==> config.mk <==
export PLATFORM = sky130hd
export DESIGN_NAME = jam_cost_loader_flat
export DESIGN_NICKNAME = d
export VERILOG_FILES = /design/src/rtl/jam_cost_if.sv /design/src/rtl/jam_cost_loader.sv /design/src/flat_wrapper.sv
export SDC_FILE = /design/constraint.sdc
export NUM_CORES = 1
export LEC_CHECK = 0
export ABC_AREA = 1
export BUFFER_PORTS_ARGS = -buffer_cell sky130_fd_sc_hd__buf_2
export CORE_MARGIN = 2
export CORE_UTILIZATION = 63
export CTS_CLUSTER_DIAMETER = 40
export DETAILED_ROUTE_END_ITERATION = 16
export GPL_ROUTABILITY_DRIVEN = 0
export PLACE_DENSITY = 0.8
export SYNTH_ARGS = -nofsm -noshare
export SYNTH_HDL_FRONTEND = slang
export SYNTH_SLANG_ARGS = --single-unit
export TNS_END_PERCENT = 10
==> constraint.sdc <==
create_clock -name CLK -period 6 [get_ports CLK]
set_clock_uncertainty 0.2 [all_clocks]
set_input_delay 0.3 -clock CLK [delete_from_list [all_inputs] [get_ports CLK]]
set_output_delay 0.3 -clock CLK [all_outputs]
set_load 0.005 [all_outputs]
==> src/rtl/jam_cost_if.sv <==
//==============================================================================
// Module      : jam_cost_if
// Description : Cost-table load stream, assignment-engine lookup port and
//               table status, shared by the loader and its neighbours.
// Revision    : 1.0 - initial release
//==============================================================================
`default_nettype none

interface jam_cost_if;
    logic       in_valid;
    logic [6:0] in_data;
    logic       in_ready;
    logic [2:0] W;
    logic [2:0] J;
    logic [6:0] Cost;
    logic       jam_rst;
    logic       jam_valid;
    logic       load_done;
    logic [9:0] LowerBound;

    modport master (
        output in_valid, in_data, W, J, jam_valid,
        input  in_ready, Cost, jam_rst, load_done, LowerBound
    );

    modport slave (
        input  in_valid, in_data, W, J, jam_valid,
        output in_ready, Cost, jam_rst, load_done, LowerBound
    );
endinterface

`default_nettype wire

==> src/rtl/jam_cost_loader.sv <==
//==============================================================================
// Module      : jam_cost_loader
// Description : Loads an 8x8 table of 7-bit costs, computes the row-minimum
//               lower bound and serves costs to the assignment engine.
// Revision    : 1.0 - initial release
//==============================================================================
`default_nettype none

module jam_cost_loader (
    input  wire logic   CLK,
    input  wire logic   RST,
    jam_cost_if.slave   bus
);

    localparam logic [5:0] c_LAST_IDX = 6'd63;
    localparam logic [2:0] c_LAST_COL = 3'd7;
    localparam logic [2:0] c_FIRST_COL = 3'd0;

    typedef enum logic [1:0] {
        LOAD  = 2'd0,
        START = 2'd1,
        SERVE = 2'd2
    } state_t;

    state_t     r_state;
    state_t     w_state_nxt;

    logic [5:0] r_idx;
    logic [6:0] r_row_min;
    logic [9:0] r_lb_acc;
    logic [9:0] r_lower_bound;
    logic       r_load_done;
    logic [6:0] r_mem [0:63];

    logic       w_accept;
    logic       w_in_ready;
    logic       w_jam_rst;
    logic       w_serve;
    logic [2:0] w_col;
    logic [6:0] w_min;
    logic [9:0] w_lb_sum;
    logic [6:0] w_cost;

    //--------------------------------------------------------------------------
    // State register
    //--------------------------------------------------------------------------
    always_ff @(posedge CLK or posedge RST) begin
        if (RST) begin
            r_state <= LOAD;
        end else begin
            r_state <= w_state_nxt;
        end
    end

    //--------------------------------------------------------------------------
    // Next state and state-decoded outputs
    //--------------------------------------------------------------------------
    always_comb begin
        w_state_nxt = r_state;
        w_in_ready  = 1'b0;
        w_jam_rst   = 1'b1;
        w_serve     = 1'b0;
        w_accept    = 1'b0;
        case (r_state)
            LOAD: begin
                w_in_ready = 1'b1;
                w_accept   = bus.in_valid;
                if (bus.in_valid && (r_idx == c_LAST_IDX)) begin
                    w_state_nxt = START;
                end
            end
            START: begin
                // One cycle of engine reset before the table is served.
                w_state_nxt = SERVE;
            end
            SERVE: begin
                w_jam_rst = 1'b0;
                w_serve   = 1'b1;
                if (bus.jam_valid) begin
                    w_state_nxt = LOAD;
                end
            end
            default: begin
                w_state_nxt = LOAD;
            end
        endcase
    end

    //--------------------------------------------------------------------------
    // Row minimum and lower-bound accumulation
    //--------------------------------------------------------------------------
    assign w_col    = r_idx[2:0];
    assign w_min    = ((w_col == c_FIRST_COL) || (bus.in_data < r_row_min))
                      ? bus.in_data : r_row_min;
    assign w_lb_sum = r_lb_acc + {3'b000, w_min};

    always_ff @(posedge CLK or posedge RST) begin
        if (RST) begin
            r_idx         <= '0;
            r_row_min     <= '0;
            r_lb_acc      <= '0;
            r_lower_bound <= '0;
            r_load_done   <= 1'b0;
        end else begin
            r_load_done <= 1'b0;
            if (w_accept) begin
                r_idx     <= r_idx + 6'd1;
                r_row_min <= w_min;
                if (r_idx == c_LAST_IDX) begin
                    r_lower_bound <= w_lb_sum;
                    r_lb_acc      <= '0;
                    r_load_done   <= 1'b1;
                end else if (w_col == c_LAST_COL) begin
                    r_lb_acc <= w_lb_sum;
                end
            end
        end
    end

    // Table storage carries no reset; it is only read once a full table exists.
    always_ff @(posedge CLK) begin
        if (w_accept) begin
            r_mem[r_idx] <= bus.in_data;
        end
    end

    assign w_cost = w_serve ? r_mem[{bus.W, bus.J}] : 7'd0;

    assign bus.in_ready   = w_in_ready;
    assign bus.jam_rst    = w_jam_rst;
    assign bus.Cost       = w_cost;
    assign bus.load_done  = r_load_done;
    assign bus.LowerBound = r_lower_bound;

endmodule

`default_nettype wire

==> src/flat_wrapper.sv <==
// flat-port wrapper written by rule: the top's interface ports become plain ports
module jam_cost_loader_flat 
  (CLK, RST, bus_in_valid, bus_in_data, bus_W, bus_J, bus_jam_valid, bus_in_ready, bus_Cost, bus_jam_rst, bus_load_done, bus_LowerBound);
  jam_cost_if bus_i ();
  input  wire logic CLK;
  input  wire logic RST;
  input wire logic [$bits(bus_i.in_valid)-1:0] bus_in_valid;
  input wire logic [$bits(bus_i.in_data)-1:0] bus_in_data;
  input wire logic [$bits(bus_i.W)-1:0] bus_W;
  input wire logic [$bits(bus_i.J)-1:0] bus_J;
  input wire logic [$bits(bus_i.jam_valid)-1:0] bus_jam_valid;
  output wire logic [$bits(bus_i.in_ready)-1:0] bus_in_ready;
  output wire logic [$bits(bus_i.Cost)-1:0] bus_Cost;
  output wire logic [$bits(bus_i.jam_rst)-1:0] bus_jam_rst;
  output wire logic [$bits(bus_i.load_done)-1:0] bus_load_done;
  output wire logic [$bits(bus_i.LowerBound)-1:0] bus_LowerBound;
  assign bus_i.in_valid = bus_in_valid;
  assign bus_i.in_data = bus_in_data;
  assign bus_i.W = bus_W;
  assign bus_i.J = bus_J;
  assign bus_i.jam_valid = bus_jam_valid;
  assign bus_in_ready = bus_i.in_ready;
  assign bus_Cost = bus_i.Cost;
  assign bus_jam_rst = bus_i.jam_rst;
  assign bus_load_done = bus_i.load_done;
  assign bus_LowerBound = bus_i.LowerBound;
  jam_cost_loader u_core (.CLK(CLK), .RST(RST), .bus(bus_i));
endmodule
* Word level (Yosys, flattened, before mapping)
Memories as Yosys holds them, arrays and structs flattened.
Cells that the tools add are included.
W data, S select, Z words.
** Word-level totals
- Bits of input ports :: 17
- Word-level logic and storage cells :: 39
- Latch bits :: 0
- Output and inout port bits :: 20
- Bits in writable memories :: 448
- Memories :: 1
- Register bits after elaboration :: 36
- ROM bits :: 0
** Cells by class
- Equality and inequality tests :: 6
- Multiplexer cells :: 15
- Shift-type cells :: 0
- Divide/modulo/power cells :: 0
- $add $sub $neg :: 2
- Magnitude comparators :: 1
- Reduce and logical (&&, ||, !) cells :: 8
- $mul :: 0
- Bitwise gates (word level) :: 0
** Memory list
- u_core.r_mem :: words 64, width 7, read ports 1, clocked after memory_dff 0, wr ports 1, line jam_cost_loader.sv:33 : logic [6:0] r_mem [0:63];
** Operators with widths (count)
- $mux W10 :: 2
- $mux W7 :: 2
- $add A10 B7 Y10 :: 1
- $mux W1 :: 8
- $lt A7 B7 Y1 :: 1
- $add A6 B1 Y6 const B :: 1
- $eq A6 B6 Y1 const B :: 1
- $pmux W2 S3 :: 1
- $reduce_and A2 Y1 :: 3
- $mux W2 :: 2
- $eq A3 B3 Y1 const B :: 1
- $logic_not A3 Y1 :: 1
- $eq A2 B1 Y1 const B :: 1
- $eq A2 B2 Y1 const B :: 1
- $logic_not A2 Y1 :: 1
- $ne A2 B1 Y1 const B :: 1
- $ne A2 B2 Y1 const B :: 1
- $reduce_bool A2 Y1 :: 1
- $logic_and A1 B1 Y1 :: 1
- $logic_or A1 B1 Y1 :: 1

* Depth between registers and ports, before layout
Gate-level depths: netlist of run 1.
- Word-level depth :: 6
- Depth in mapped cells :: 20
- Depth with buffers taken out :: 20

* Worst setup path after synthesis of run 1
No wires, ideal clock.
- Path kind :: register to register
- Start point :: register u_core.r_row_min[4]
- End point :: register u_core.r_lower_bound[8], in the netlist u_core.bus.LowerBound[8]
- Clock period less this slack :: 3.063 ns
- Cell stages (with the launch flop) :: 21
- Setup slack :: 2.937 ns
- Setup time :: 0.117 ns
- Required time :: 5.683 ns
- Arrival :: 2.745 ns
- Path buffers :: 0
- Cells stage by stage :: dfrtp_1 -> inv_1 -> ha_1 -> a21oi_1 -> nor2_1 -> a211oi_1 -> nand2_1 -> nand2_1 -> nand2_1 -> and2_1 -> ha_1 -> inv_1 -> fa_1 -> inv_1 -> nand3_1 -> nand2_1 -> nand4_1 -> o211ai_1 -> or2_2 -> nand3_1 -> nand2_1
** Between the ends
- Word-level cells in the longest chain between the ends :: 4
** Ends and longest elaborated chain
- start, declared :: line jam_cost_loader.sv:29 : logic [6:0] r_row_min;
- start signal, assigned :: line jam_cost_loader.sv:108 : r_row_min <= w_min;
- $lt A7 B7 Y1 :: line jam_cost_loader.sv:93 : assign w_min = ((w_col == c_FIRST_COL) || (bus.in_data < r_row_min))
- $logic_or A1 B1 Y1 :: line jam_cost_loader.sv:93
- $mux W7 :: line jam_cost_loader.sv:94 : ? bus.in_data : r_row_min;
- via u_core.w_min[0] :: line jam_cost_loader.sv:40 : logic [6:0] w_min;
- $add A10 B7 Y10 :: line jam_cost_loader.sv:95 : assign w_lb_sum = r_lb_acc + {3'b000, w_min};
- end signal, assigned :: line jam_cost_loader.sv:110 : r_lower_bound <= w_lb_sum;
- end, declared :: line jam_cost_loader.sv:31 : logic [9:0] r_lower_bound;
The timed path passes the listed nets, and every way through them passes these cells.
A chain may end at the register's enable or synchronous reset.

* Final worst setup path of run 1
- Start point :: register u_core.r_state[1]
- End point :: memory u_core.r_mem[10][2], enable pin
** Between the ends
- Word-level cells in the longest chain between the ends :: 4
** Ends and longest elaborated chain
- start, declared :: line jam_cost_loader.sv:25 : state_t r_state;
- start signal, assigned :: line jam_cost_loader.sv:51 : r_state <= w_state_nxt;
- $logic_not A2 Y1 :: line jam_cost_loader.sv:64 : case (r_state)
- $mux W1 :: line jam_cost_loader.sv:64
- $mux W1 :: line jam_cost_loader.sv:122 : if (w_accept) begin
- $mux W1 (implied by the code) :: line jam_cost_loader.sv:123 : r_mem[r_idx] <= bus.in_data;
- end, declared :: line jam_cost_loader.sv:33
Every way passes these cells.

==> results.ini, run 1 <==
[status]
status=complete, no violations

[logic_synthesis]
syn_inst=1839
synth-seq-cells=484
ys_top_cells_by_area=edfxtp_1, nand2_1, nand3_1
synth_top_family_by_area=simple AND/OR/NAND/NOR gates
syn_area_mm2=0.0205
synth-xor-area-share_pct=0.299
synth_area_per_cell_um2=11.2
synth_compound_area_share_pct=0.896
ys_types=38
yosysSeqAreaShare_pct=69.9
yosysWarningCount=0
synthMuxAreaShare_pct=0
synth-edff-count=448
synthArstFlopShare_pct=7.44
synth_fa_ha_area_share_pct=1.07
synth-simple-area-share_pct=23.9
syn_nets=1873
synth_top_area_share_pct=65.5
ys.flop_type=edfxtp_1
yosys.area.top_type=edfxtp_1

[floorplan]
die_h_um=185
dieArea_mm2=0.0340
die-width_um=185
ios=37
initial_core_util_pct=63.6
rows=66
core_area_mm2=0.0323

[clock_network]
cts_root_buf=clkbuf_16
cts_buffers=52
numClockSinks=484
cts_tree=built
clk_latency_ns=0.56
cts.clk_slew.worst_paths_ns=0.06
cts-htree-levels=2
cts_resized=0
clockBufferDepth=3

[worst_setup_path]
worstPathCellList=nor2_1 > nand2_1 > inv_1 > nand4_1 > nor2_1
arrival_ns=3.77
critical_path_class=register to register
worst_setup_path_start_kind=register
cp.required_ns=5.99
crit_family=simple AND/OR/NAND/NOR gates
cpMaxStageDelayCell=nor2_1
critPathMaxStageDelay_ns=0.88
path_buf_inv=1
r2r_start=u_core.r_state[1]
startpoint=u_core.r_state[1]
worst_setup_path_end_kind=register
cp_max_fo=20
crit_top_cell=nor2_1

[cells_and_area]
final_area_mm2=0.0225
drive_above_1_share_pct=7.42
multi_input_area_mm2=0.00537
antenna_cells=0
nets=1883
area_growth_pct=9.37
final_util_pct=69.5
final_cells=2328
fillers=2147
ff_latch_area_mm2=0.0144

[route]
drc=0
drtAntennaViolNets=0
wl_per_cell_um=19.6
drt-initial-drc-count=1678
detail_route.first_pass.iterations=6
drt-total-wl_um=45600
num_vias=13900
vias_per_cell=5.95

[power]
worst_ir_drop_vdd_mv=0.306
pwr-share-seq_pct=48.0
switching_share_pct=27.2
p_comb_share_pct=15.4
p_clk_share_pct=36.6
p_int_w=0.00606
p_sw_w=0.00227
leakage_nw=8.48
p_per_area_mw_per_mm2=371

[job]
drv_cap=0

[timing]
slew_headroom_pct=32.4
setup_violations=0
fin_crit_sh_pct=63.0
rsz0062_at_grt=false
holdWs_ns=0.207
period_minus_slack_ns=3.78
fmax_mhz=265
slew_violations=0
tns_ns=0
hold_viol=0
tightest_slew_ns=1.01

[grt]
groute.usage.overall_pct=27.3
grt_pass1_vias=13300
grt_max_degree=129
grt_pass1_wl_um=70600
antenna_found_initial=2
overflow=0

[placed_design]
hpwl_um=25800
io_buffer_count=36
place_inst=2234
place_area_mm2=0.0208

[min_path]
hp-class=primary input to async pin

per-stage QoR:
step	setup WS (ns)	total power, W
finish	2.22	0.00832
floorplan	2.94	0.00493
global placement	2.16	0.00525
global route	2.03	0.00867
detailed placement	2.04	0.00531
CTS	2.28	0.00833
placed cells by master (no fill, tap or decap), types with 4 or more instances in the layout:
master	netlist	routed
inv_2	4	4
inv_6	1	5
nand4_1	8	8
clkinv_2	0	4
buf_2	40	34
ha_1	16	16
clkinv_1	1	8
clkbuf_1	15	12
edfxtp_1	448	448
nor2_1	73	73
o21ai_0	8	8
inv_1	41	39
dfrtp_1	36	36
xor2_1	4	4
clkbuf_16	0	53
and2_1	6	6
a21oi_1	14	14
buf_4	23	17
nand2_1	643	643
clkinvlp_4	0	5
nand3_1	410	410
cells in the mapped netlist (2+ instances only):
master / instances
a21oi_1: 14
and2_1: 6
buf_1: 8
buf_2: 40
buf_4: 23
buf_6: 13
clkbuf_1: 15
dfrtp_1: 36
edfxtp_1: 448
ha_1: 16
inv_1: 41
inv_2: 4
nand2_1: 643
nand2_2: 2
nand3_1: 410
nand3b_1: 2
nand4_1: 8
nor2_1: 73
nor2_2: 2
o211ai_1: 2
o21ai_0: 8
o21ai_1: 2
or2_2: 3
xnor2_1: 3
xor2_1: 4
worst register-to-register path: cells and delay by family, from the launching register on:
kind / cells / cell delay, ns
simple gates: 4 / 2.20
flops: 1 / 0.39
buf+inv: 1 / 0.61
kinds of logic (layout without fill, tap and decap cells):
kind of cell / Yosys count / count (layout)
XOR/XNOR: 7 / 7
AO/OA/AOI/OAI: 32 / 32
AND/OR/NAND/NOR: 1152 / 1152
buffers and inverters: 147 / 194
adder cells (fa/ha/maj): 17 / 17
flip-flops: 484 / 484
flip-flops by register name, summed over array words and instances, names as in the netlist:
signal / count
u_core.r_mem: 448
u_core.r_row_min: 7
u_core.r_idx: 6
u_core.bus.LowerBound: 10
u_core.bus.load_done: 1
u_core.r_lb_acc: 10
u_core.r_state: 2
power by group through the flow:
stage | logic (W) | registers (W) | clock network [W]
after floorplan | 0.000908 | 0.00402 | 0
after global placement | 0.00120 | 0.00405 | 0
after detailed placement | 0.00125 | 0.00405 | 0
after CTS | 0.00127 | 0.00399 | 0.00307
after global routing | 0.00144 | 0.00401 | 0.00321
final | 0.00129 | 0.00399 | 0.00304
per-layer routing:
layer	vias to the layer above	routed length (um)	part of all wire [%]	global-route usage (%)
met2	747	21900	48	44.9
met4	2	1560	3.4	10.9
met3	112	4500	9.9	5.81
met5	-	13	0.029	0
met1	6586	17600	39	35.8
li1	6408	-	-	-
what timing repair did:
item	in CTS	in global routing
setup buffers	0	0
endpoints found under the setup margin	0	0
hold buffers	3	0
endpoints found under the hold margin	38	0
final cells by class:
cell class              count  area share [%]
clock inverters            24            1.03
repair buffers             56            1.60
multi-input cells        1208            23.9
flip-flops and latches    484            63.9
well taps                 442            2.46
clock buffers              67            6.23
inverters                  47           0.814
final timing paths:
path | cells past startpoint | slack (ns) | endpoint
setup / recovery | 5 | 2.22 | u_core.r_mem[10][2]
min in group CLK | 3 | 0.21 | u_core.r_state[0]
hold / removal | 4 | 0.21 | u_core.bus.LowerBound[1]
setup reg to reg | 5 | 2.22 | u_core.r_mem[10][2]
hold reg to reg | 2 | 0.28 | u_core.bus.LowerBound[9]
max in group asynchronous | 4 | 5.06 | u_core.r_lb_acc[5]
Power figures use the tool's default switching activity.
==> run 2: changes to the inputs <==
- clock period: 6 -> 3.8 ns (I/O delays scaled with it)
==> results.ini, run 2 (same netlist as run 1, synthesis figures left out) <==
[status]
status=complete, no violations

[route]
detail_route.first_pass.iterations=7
wl_per_cell_um=20.2
vias_per_cell=5.92
drt-initial-drc-count=1682
drtAntennaViolNets=0
drc=0
num_vias=13900
drt-total-wl_um=47600

[floorplan]
ios=37
dieArea_mm2=0.0340
initial_core_util_pct=63.6
die-width_um=185
core_area_mm2=0.0323
rows=66
die_h_um=185

[power]
p_total_w=0.0137
leakage_nw=8.68
p_per_area_mw_per_mm2=600
worst_ir_drop_vdd_mv=0.509

[worst_setup_path]
worst_setup_path_end_kind=register
crit_family=simple AND/OR/NAND/NOR gates
critical_path_class=register to register
r2r_setup_slack_ns=0.29
r2r_start=u_core.r_row_min[4]
worstPathCellList=inv_1 > ha_1 > a21oi_1 > nor2_1 > a211oi_1 > nand2_1 > nand2_2 > nand2_1 > and2_1 > ha_1 > a21oi_1 > nand2_1 > nand4_1 > o211ai_1 > or2_2 > nand3_1 > nand2_1
cpMaxStageDelayCell=dfrtp_1
path_buf_inv=1
crit_top_cell=nand2_1
arrival_ns=3.75
cp.required_ns=4.05
reg2reg_depth=17
worst_setup_path_start_kind=register
cp_max_fo=8
r2r-end=u_core.bus.LowerBound[8]
critPathMaxStageDelay_ns=0.37

[cells_and_area]
nets=1900
final_cells=2351
drive_above_1_share_pct=8.59
top_register=u_core.r_mem
largest_register_ffs=448
final_util_pct=70.6
final_common_cell=nand2_1
area_growth_pct=11.1
antenna_cells=0
final_cell_mix=nand2_1, edfxtp_1, nand3_1, nor2_1, clkbuf_16

[timing]
period_minus_slack_ns=3.51
rsz0062_at_grt=false
fin_ws_ns=0.291
tightest_slew_ns=0.889
fmax_mhz=285
slew_violations=0
slew_headroom_pct=40.7
fin_crit_sh_pct=92.3
hold_viol=0
tns_ns=0
setup_violations=0

[clock_network]
cts_root_buf=clkbuf_16
cts.clk_slew.worst_paths_ns=0.06
cts_tree=built
clockBufferDepth=3
clk_latency_ns=0.56
cts-htree-levels=2
numClockSinks=484
cts_buffers=55

[grt]
grt_max_degree=183
groute.usage.overall_pct=28.6
overflow=0
grt_pass1_vias=13500
antenna_found_initial=1
grt_pass1_wl_um=73700

[job]
drv_cap=0

[placed_design]
place_inst=2247
io_buffer_count=36
place_ws_ns=0.343
hpwl_um=26900

[min_path]
hp-class=primary input to async pin

run 2: cell count changes in the layout (fill, tap and decap cells not counted), moves of 3 or more:
cell,before,now
clkbuf_16,53,57
clkbuf_1,12,9
clkinv_2,4,8
bufinv_16,3,6
inv_6,5,9
buf_4,17,26
clkinvlp_4,5,1
buf_12,1,5
run 2: worst max path at each step:
stage                                    from                       end  depth (start not counted)  slack, ns
after floorplan           u_core.r_row_min[4]  u_core.bus.LowerBound[8]                         20       0.74
after global placement    u_core.r_row_min[4]        u_core.r_lb_acc[8]                         20       0.48
after detailed placement  u_core.r_row_min[4]  u_core.bus.LowerBound[8]                         20       0.34
after CTS                 u_core.r_row_min[4]  u_core.bus.LowerBound[8]                         20       0.33
after global routing      u_core.r_row_min[4]  u_core.bus.LowerBound[8]                         17       0.03
final                     u_core.r_row_min[4]  u_core.bus.LowerBound[8]                         17       0.29
run 2: final cells by class:
class,count,area [um^2]
Clock inverter,34,368
Inverter,47,183
Tap cell,442,553
Timing Repair Buffer,70,517
Sequential cell,484,14400
Fill cell,2096,9480
Clock buffer,66,1460
Multi-Input combinational cell,1208,5380
run 2: report_power, final:
part | switching (W) | internal, W
logic | 0.00148 | 0.000643
clock network | 0.00208 | 0.00317
registers | 0.000168 | 0.00614
run 2: timing repair:
action,CTS,global route
hold endpoints to repair,34,0
hold buffers,4,0
resized for setup,0,1
buffers inserted,0,0
endpoints found under the setup margin,0,4
run 2: routing by layer:
layer  global-route usage (%)  wire length, um  share of wire, %
met1                     39.8            18400                39
met4                     10.1             1420               3.0
met3                     5.37             4930                10
met5                        0               10             0.021
met2                     45.7            22800                48
run 2: worst register-to-register path: stages, from the launching register on:
cell      delay [ns]
dfrtp_1         0.37
inv_1           0.08
ha_1            0.25
a21oi_1         0.16
nor2_1          0.06
a211oi_1        0.23
nand2_1         0.25
nand2_2         0.19
nand2_1         0.08
and2_1          0.14
ha_1            0.36
a21oi_1         0.27
nand2_1         0.12
nand4_1         0.09
o211ai_1        0.11
or2_2           0.30
nand3_1         0.07
nand2_1         0.05
run 2: through the flow:
stage / area, um^2 / hold slack, ns
after floorplan: 20500 / 0.0889
after global placement: 20900 / 0.143
after detailed placement: 20900 / 0.158
after CTS: 22800 / 0.155
after global routing: 22800 / 0.180
final: 22800 / 0.150
==> run 3: changes to the inputs <==
- CELL_PAD_IN_SITES_DETAIL_PLACEMENT: default -> 1
- CELL_PAD_IN_SITES_GLOBAL_PLACEMENT: default -> 1
- CORE_UTILIZATION: 63 -> 51
- CTS_CLUSTER_SIZE: default -> 30
- PLACE_DENSITY: 0.8 -> 0.78
==> results.ini, run 3 (same netlist as run 1, synthesis figures left out) <==
[status]
status=complete, no violations

[clock_network]
cts_root_buf=clkbuf_16
cts_tree=built
cts_buffers=70
numClockSinks=484
clockBufferDepth=3
cts-htree-levels=3
cts.clk_slew.worst_paths_ns=0.07
clk_latency_ns=0.58

[worst_setup_path]
r2r_start=u_core.r_row_min[4]
reg2reg_depth=20
cp_max_fo=8
worst_setup_path_start_kind=register
r2r_setup_slack_ns=0.33
worst_setup_path_end_kind=register
cp.required_ns=4.09
r2r-end=u_core.r_lb_acc[8]
arrival_ns=3.76
critical_path_class=register to register

[job]
drv_cap=0

[route]
drt-total-wl_um=59600
drtAntennaViolNets=0
drc=0
detail_route.first_pass.iterations=6
wl_per_cell_um=24.2
num_vias=14500
drt-initial-drc-count=1253
vias_per_cell=5.88

[timing]
fin_crit_sh_pct=91.2
slew_headroom_pct=40.2
tightest_slew_ns=0.897
fin_ws_ns=0.333
slew_violations=0
period_minus_slack_ns=3.47
setup_violations=0
holdWs_ns=0.0527
hold_viol=0
fmax_mhz=288
tns_ns=0
rsz0062_at_grt=false

[cells_and_area]
final_area_mm2=0.0235
final_cell_mix=nand2_1, edfxtp_1, nand3_1, clkbuf_16, nor2_1
area_growth_pct=14.4
top_register=u_core.r_mem
antenna_cells=0
fillers=4095
final_common_cell=nand2_1
largest_register_ffs=448
ff_latch_area_mm2=0.0144
multi_input_area_mm2=0.00538
final_cells=2462
nets=1919
drive_above_1_share_pct=9.96

[grt]
groute.usage.overall_pct=29.2
grt_max_degree=120
grt_pass1_wl_um=91200
antenna_found_initial=1
grt_pass1_vias=15400
overflow=0

[floorplan]
initial_core_util_pct=51.7
ios=37
core_area_mm2=0.0397
die-width_um=205
dieArea_mm2=0.0419
die_h_um=205
rows=73

[power]
worst_ir_drop_vdd_mv=0.576
p_per_area_mw_per_mm2=645
leakage_nw=8.97

[placed_design]
hpwl_um=34100
place_inst=2335
place_area_mm2=0.0211
place_ws_ns=0.254
io_buffer_count=36

[min_path]
hp-class=primary input to async pin

-- run 3: cell types whose count changed in the layout (fill, tap and decap cells not counted), moves of 2 or more --
cell	previous run	this run
clkbuf_16	57	75
buf_4	26	31
clkbuf_1	9	12
clkinv_1	10	7
inv_12	0	2
-- run 3: repair_timing --
action | CTS | global route
setup buffers | 0 | 0
hold buffers | 3 | 0
endpoints found under the hold margin | 53 | 0
endpoints found under the setup margin | 0 | 3
resized for setup | 0 | 1
-- run 3: metal layers --
metal,wire (um),vias to the layer above,global-route usage (%)
li1,-,6485,-
met1,23100,7270,35.9
met2,30100,560,50.4
met3,4110,163,5.46
met4,2210,0,12.5
met5,0,-,0
-- run 3: stage by stage --
step	total power, W	utilization [%]
2_1_floorplan	0.00779	-
6_report	0.0151	59.1
3_3_place_gp	0.00842	53.1
4_1_cts	0.0152	59.1
5_1_grt	0.0157	59.1
3_5_place_dp	0.00856	53.1
-- run 3: power breakdown --
part	total (W)	internal (W)	switching [W]	leakage, nW
Clock	0.00662	0.00412	0.00250	1.16
Combinational	0.00220	0.000642	0.00156	3.31
Sequential	0.00633	0.00614	0.000183	4.50
-- run 3: final cells by class --
class                      count  share of cell area, %
sequential                   484                   61.1
multi-input combinational   1208                   22.9
clock buffer                  87                   8.18
tap                          525                   2.80
timing repair buffer          74                   2.32
clock inverter                37                   1.92
inverter                      47                  0.778
-- run 3: how the worst max path moves through the flow --
stage	slack [ns]	start	cells after the start	endpoint
floorplan	0.74	u_core.r_row_min[4]	20	u_core.bus.LowerBound[8]
global placement	0.42	bus_in_data[4]	20	u_core.r_lb_acc[8]
detailed placement	0.25	u_core.r_row_min[4]	20	u_core.r_lb_acc[8]
CTS	0.26	u_core.r_row_min[4]	20	u_core.r_lb_acc[8]
global route	0.02	u_core.r_row_min[4]	17	u_core.r_lb_acc[8]
finish	0.33	u_core.r_row_min[4]	20	u_core.r_lb_acc[8]
-- run 3: worst max-delay path, stage by stage (launching register included) --
cell and delay (ns):
dfrtp_1 0.38, inv_1 0.09, ha_1 0.25, a21oi_1 0.17
nor2_1 0.06, a211oi_1 0.22, nand2_1 0.24, nand2_2 0.19
nand2_1 0.09, and2_1 0.15, ha_1 0.20, inv_1 0.08
fa_1 0.24, inv_1 0.06, nand3_1 0.06, nand2_1 0.08
nand4_1 0.09, o211ai_1 0.10, or2_2 0.30, nand3_1 0.07
nand2_1 0.06
